$ cat src/rtl/product_acc_pkg.sv
// Shared types and constants for product_accumulator and its companion multiplier.
package product_acc_pkg;
  typedef enum logic [2:0] {IDLE, ARM, WAIT, ACC, OUT} state_t;

  localparam int MUL_CYCLES = 4;  // multiplier Start-high cycles until Done
  localparam int WAIT_BLIND = 1;  // leading WAIT cycles where Done is ignored
endpackage

$ cat src/rtl/product_accumulator_if.sv
// Multiplier-side and result-side signals of product_accumulator.
interface product_accumulator_if #(parameter int ACC_W = 10);
  logic             en;
  logic             Done;
  logic [7:0]       P;
  logic             mul_start;
  logic [ACC_W-1:0] sum;
  logic             sum_valid;
  logic             sum_ready;
  logic             ovf;
  logic             err;
  logic             busy;

  modport slave  (input  en, Done, P, sum_ready,
                  output mul_start, sum, sum_valid, ovf, err, busy);
  modport master (output en, Done, P, sum_ready,
                  input  mul_start, sum, sum_valid, ovf, err, busy);
endinterface

$ cat src/rtl/acc_sat_add.sv
// ACC_W accumulator adder with carry out; ACC_SAT_EN selects clamp-on-carry instead of wrap.
module acc_sat_add #(parameter int ACC_W = 10) (
  input  logic [ACC_W-1:0] a,
  input  logic [7:0]       p,
  output logic [ACC_W-1:0] y,
  output logic             co
);
  logic [ACC_W:0] full;

  assign full = {1'b0, a} + {{(ACC_W-7){1'b0}}, p};
  assign co   = full[ACC_W];

`ifdef ACC_SAT_EN
  // A clamped sum carries again on any nonzero product, so it stays clamped.
  assign y = co ? {ACC_W{1'b1}} : full[ACC_W-1:0];
`else
  assign y = full[ACC_W-1:0];
`endif
endmodule

$ cat src/rtl/product_accumulator.sv
// Sequences N_PROD multiplications, accumulates the products and hands the sum out on valid/ready.
// Build option: ACC_SAT_EN (saturating accumulation, see acc_sat_add).
module product_accumulator
  import product_acc_pkg::*;
#(
  parameter int N_PROD  = 4,
  parameter int ACC_W   = 10,
  parameter int TIMEOUT = 15
) (
  input  logic CLK,
  input  logic RSTn,
  product_accumulator_if.slave bus
);
  localparam logic [3:0] LAST    = 4'(N_PROD - 1);
  localparam logic [7:0] TO_LAST = 8'(TIMEOUT - 1);
  localparam logic [7:0] BLIND   = 8'(WAIT_BLIND);

  state_t           state, nxt;
  logic [3:0]       cnt;
  logic [7:0]       wcnt;
  logic [7:0]       p_q;
  logic [ACC_W-1:0] sum_q, add_y;
  logic             add_co, done_ok;
  logic             mul_start_q, sum_valid_q, ovf_q, err_q, busy_q;

  assign done_ok = bus.Done && (wcnt >= BLIND);

  acc_sat_add #(.ACC_W(ACC_W)) u_add (.a(sum_q), .p(p_q), .y(add_y), .co(add_co));

  always_ff @(posedge CLK or negedge RSTn)
    if (!RSTn) state <= IDLE;
    else       state <= nxt;

  always_comb begin
    nxt = state;
    unique case (state)
      IDLE:    if (bus.en) nxt = ARM;
      ARM:     nxt = WAIT;
      WAIT:    if (done_ok) nxt = ACC;
               else if (wcnt == TO_LAST) nxt = IDLE;
      ACC:     nxt = (cnt == LAST) ? OUT : ARM;
      OUT:     if (bus.sum_ready) nxt = IDLE;
      default: nxt = IDLE;
    endcase
  end

  // Outputs are registered from the next state so they line up with it.
  always_ff @(posedge CLK or negedge RSTn)
    if (!RSTn) begin
      cnt         <= '0;
      wcnt        <= '0;
      p_q         <= '0;
      sum_q       <= '0;
      ovf_q       <= 1'b0;
      err_q       <= 1'b0;
      mul_start_q <= 1'b0;
      sum_valid_q <= 1'b0;
      busy_q      <= 1'b0;
    end else begin
      mul_start_q <= (nxt != ARM);
      sum_valid_q <= (nxt == OUT);
      busy_q      <= (nxt != IDLE);
      case (state)
        IDLE: if (bus.en) begin
          cnt   <= '0;
          sum_q <= '0;
          ovf_q <= 1'b0;
          err_q <= 1'b0;
        end
        ARM:  wcnt <= '0;
        WAIT: begin
          wcnt <= wcnt + 8'd1;
          if (done_ok) p_q <= bus.P;
          else if (wcnt == TO_LAST) begin
            err_q <= 1'b1;
            sum_q <= '0;
          end
        end
        ACC: begin
          sum_q <= add_y;
          ovf_q <= ovf_q | add_co;
          cnt   <= cnt + 4'd1;
        end
        default: ;
      endcase
    end

  assign bus.mul_start = mul_start_q;
  assign bus.sum       = sum_q;
  assign bus.sum_valid = sum_valid_q;
  assign bus.ovf       = ovf_q;
  assign bus.err       = err_q;
  assign bus.busy      = busy_q;
endmodule

$ cat src/flat_wrapper.sv
// flat-port wrapper written by rule: the top's interface ports become plain ports
module product_accumulator_flat import product_acc_pkg::*;
#(
  parameter int N_PROD  = 4,
  parameter int ACC_W   = 10,
  parameter int TIMEOUT = 15
)
  (CLK, RSTn, bus_en, bus_Done, bus_P, bus_sum_ready, bus_mul_start, bus_sum, bus_sum_valid, bus_ovf, bus_err, bus_busy);
  product_accumulator_if #(.ACC_W(ACC_W)) bus_i ();
  input  logic CLK;
  input  logic RSTn;
  input wire logic [$bits(bus_i.en)-1:0] bus_en;
  input wire logic [$bits(bus_i.Done)-1:0] bus_Done;
  input wire logic [$bits(bus_i.P)-1:0] bus_P;
  input wire logic [$bits(bus_i.sum_ready)-1:0] bus_sum_ready;
  output wire logic [$bits(bus_i.mul_start)-1:0] bus_mul_start;
  output wire logic [$bits(bus_i.sum)-1:0] bus_sum;
  output wire logic [$bits(bus_i.sum_valid)-1:0] bus_sum_valid;
  output wire logic [$bits(bus_i.ovf)-1:0] bus_ovf;
  output wire logic [$bits(bus_i.err)-1:0] bus_err;
  output wire logic [$bits(bus_i.busy)-1:0] bus_busy;
  assign bus_i.en = bus_en;
  assign bus_i.Done = bus_Done;
  assign bus_i.P = bus_P;
  assign bus_i.sum_ready = bus_sum_ready;
  assign bus_mul_start = bus_i.mul_start;
  assign bus_sum = bus_i.sum;
  assign bus_sum_valid = bus_i.sum_valid;
  assign bus_ovf = bus_i.ovf;
  assign bus_err = bus_i.err;
  assign bus_busy = bus_i.busy;
  product_accumulator #(.N_PROD(N_PROD), .ACC_W(ACC_W), .TIMEOUT(TIMEOUT)) u_core (.CLK(CLK), .RSTn(RSTn), .bus(bus_i));
endmodule
$ cat config.mk
export PLATFORM = sky130hd
export DESIGN_NAME = product_accumulator_flat
export DESIGN_NICKNAME = d
export VERILOG_FILES = /design/src/rtl/product_acc_pkg.sv /design/src/rtl/product_accumulator_if.sv /design/src/rtl/acc_sat_add.sv /design/src/rtl/product_accumulator.sv /design/src/flat_wrapper.sv
export SDC_FILE = /design/constraint.sdc
export NUM_CORES = 1
export LEC_CHECK = 0
export ABC_AREA = 1
export ABC_CLOCK_PERIOD_IN_PS = 2300
export BUFFER_PORTS_ARGS = -buffer_cell sky130_fd_sc_hd__buf_2
export CORE_UTILIZATION = 54
export CTS_CLUSTER_DIAMETER = 200
export DETAILED_ROUTE_END_ITERATION = 8
export HOLD_SLACK_MARGIN = 0.05
export PLACE_DENSITY_LB_ADDON = 0.3
export SKIP_LAST_GASP = 1
export SYNTH_ARGS = -nofsm -noshare
export SYNTH_HDL_FRONTEND = slang
export SYNTH_SLANG_ARGS = --single-unit
$ cat constraint.sdc
create_clock -name CLK -period 2.3 [get_ports CLK]
set_input_delay 0.23 -clock CLK [delete_from_list [all_inputs] [get_ports CLK]]
set_output_delay 0.23 -clock CLK [all_outputs]
set_load 0.01 [all_outputs]
==> metrics.yaml <==
critical_path:
  regToRegStartpoint: "u_core.bus.sum[0]"
  r2r_end: "u_core.bus.sum[4]"
  worst-path-max-fanout: 3
  required_ps: 2480
  critical_path.most_common_cell: "nand2_1"
  crit_buf_inv: 1
  slowest_stage: "dfrtp_1"
  arrival_ps: 2020
  reg2reg_depth: 9
  slowest_delay_ps: 400
  crit_type: "register to register"
  cp-start-kind: "register"
  end_kind: "register"
  critPathTopFamily: "simple AND/OR/NAND/NOR gates"
  rrSetupSlack_ps: 460
  crit_chain: "ha_1 -> fa_1 -> nand2_1 -> nand3_1 -> nand2_1 -> inv_1 -> or2_2 -> nand3_1 -> nand2_1"
yosys:
  synthTopCellsByArea: "dfrtp_1, nand2_1, ha_1"
  seq_area_frac_synth_pct: 43.6
  synth_area_um2: 2180
  synthCells: 278
  synthesis.nets: 305
  post-synth-top-area-fraction_pct: 43.6
  yosys.area.top_type: "dfrtp_1"
  ys_ff_latch: 38
  synth_cell_types: 31
  yosys_warnings: 0
  syn_avg_cell_area_um2: 7.84
clocking:
  htree_levels: 2
  clock_sinks: 38
  postCtsHoldBufs: 0
  tritoncts: "done"
  ctsResizeCount: 0
  post_cts_buffers: 0
  cts_made_buffers: 5
  clk_pin_slew_ps: 70
  cts_buffer_depth: 2
  cts_root_buf: "clkbuf_8"
  clk_latency_ps: 290
power:
  vdd_drop_max_mv: 0.638
  p_leak_nw: 1.38
  power_density_nw_per_um2: 1170
  power_mw: 2.87
run_status:
  status: "completed"
min_path:
  min_path_type: "input port to async pin"
layout:
  areaGrowthSynthToFinish_pct: 12.0
  design_area_um2: 2440
  antenna_cells: 0
  layout-drive-gt1-share_pct: 16.2
  final_net_count: 337
floorplanning:
  ios: 28
  core_um2: 3770
  row_count: 22
  start_util_pct: 57.8
  dieHeight_um: 65.5
  die-area_um2: 4290
  die_x_um: 65.5
timing:
  skew_ps: 6.04
  relSlewSlack_pct: 43.6
  min_period_ps: 1840
  min_period_over_period_pct: 79.9
  timing.hold.ws_ps: 43.0
  hold_viol: 0
  fmax_ghz: 0.544
  tightest_slew_ps: 846
  setup_tns_ps: 0
  finalSetupViolations: 0
  final_max_slew_viol_count: 0
  grt_setup_unrepaired: "false"
placement:
  place_area_um2: 2360
  place.gp.congestion: 0.899
  hpwl_mm: 3.24
  io_buffers: 27
routing:
  wirelength_mm: 4.28
  drc: 0
  drtPass1Iterations: 4
  dr.first_iter.drc_count: 106
  wire_per_inst_um: 12.0
  vias_per_cell: 5.07
  ant_nets: 0
  num_vias: 1809
global_route:
  grt.overflow.total: 0
  grt_pass1_wl_mm: 7.69
  antenna_found_initial: 0
  grtUsageTotal_pct: 23.4
  grt_max_degree: 39
  grt_pass1_vias: 1785
run:
  max_cap_viol_count: 0
[cell families after synthesis]
family / count (synthesis) / share of synthesized area [%]
xor gates and xnor gates: 1 / 0.402
AOI/OAI and AO/OA: 30 / 7.75
DFF: 38 / 43.6
adders and majority gates: 14 / 8.38
and+or+nand+nor: 157 / 32.8
buffers and inverters: 38 / 7.06
[cells in the mapped netlist, drive strengths merged]
| library cell | count |
|---|---|
| nand3b | 4 |
| dfrtp | 38 |
| o21ai | 12 |
| o31ai | 1 |
| xor2 | 1 |
| fa | 1 |
| ha | 13 |
| nand2 | 101 |
| clkinv | 1 |
| nand3 | 20 |
| o21a | 1 |
| a21boi | 1 |
| buf | 2 |
| or2 | 1 |
| nor2 | 19 |
| inv | 35 |
| a21oi | 12 |
| nor3 | 6 |
| o22ai | 3 |
| nand4 | 6 |
[where the power goes]
group	leakage [nW]	total (mW)	internal [mW]	switching (mW)
logic	0.842	1.36	0.488	0.873
clock network	0.0431	0.452	0.231	0.221
registers	0.494	1.05	0.884	0.169
[layout make-up]
cell class                      count  area [µm²]
Clock buffer                        6        82.6
Fill cell                         339        1330
Inverter                           36         138
Multi-Input combinational cell    202        1070
Sequential cell                    38         951
Tap cell                           48        60.1
Timing Repair Buffer               27         135
[routing by layer]
metal | up-vias | wire, µm | track usage [%]
li1 | 954 | - | -
met1 | 828 | 2070 | 30.1
met2 | 23 | 2080 | 39.4
met3 | 4 | 106 | 5.38
met4 | 0 | 25 | 5.98
met5 | - | 0 | 0
[metrics by stage]
stage,utilization (%),setup slack (ps),std cells
after global routing,64.7,350,357
after CTS,64.7,472,357
final,64.7,462,357
after detailed placement,62.5,477,351
after global placement,62.5,535,351
after floorplan,-,532,278
[layout by cell type (no fill, tap or decap), drive strengths merged]
cell type	n
a21oi	12
nand3	20
a21boi	1
o31ai	1
nand4	6
dfrtp	38
nand2	101
nor2	19
o22ai	3
o21a	1
fa	1
o21ai	12
inv	35
nor3	6
ha	13
xor2	1
clkinv	1
or2	1
clkbuf	6
nand3b	4
buf	27
[sequential cells by signal, indices dropped and copies added, names as in the netlist]
signal	cells
u_core.bus.sum_valid	1
u_core.bus.mul_start	1
u_core.bus.busy	1
u_core.bus.sum	10
u_core.state	3
u_core.cnt	4
u_core.p_q	8
u_core.bus.ovf	1
u_core.wcnt	8
u_core.bus.err	1
[how the worst max path moves through the flow]
stage / slack [ps] / startpoint / end / cells past startpoint
finish: 460 / u_core.bus.sum[0] / u_core.bus.sum[4] / 9
detailed placement: 480 / u_core.bus.sum[0] / u_core.bus.sum[4] / 9
CTS: 470 / u_core.bus.sum[0] / u_core.bus.sum[4] / 9
floorplan: 530 / u_core.bus.sum[0] / u_core.bus.sum[4] / 9
global route: 350 / u_core.bus.sum[0] / u_core.bus.sum[4] / 9
global placement: 530 / u_core.bus.sum[0] / u_core.bus.sum[4] / 9
Power figures use the tool's default switching activity.
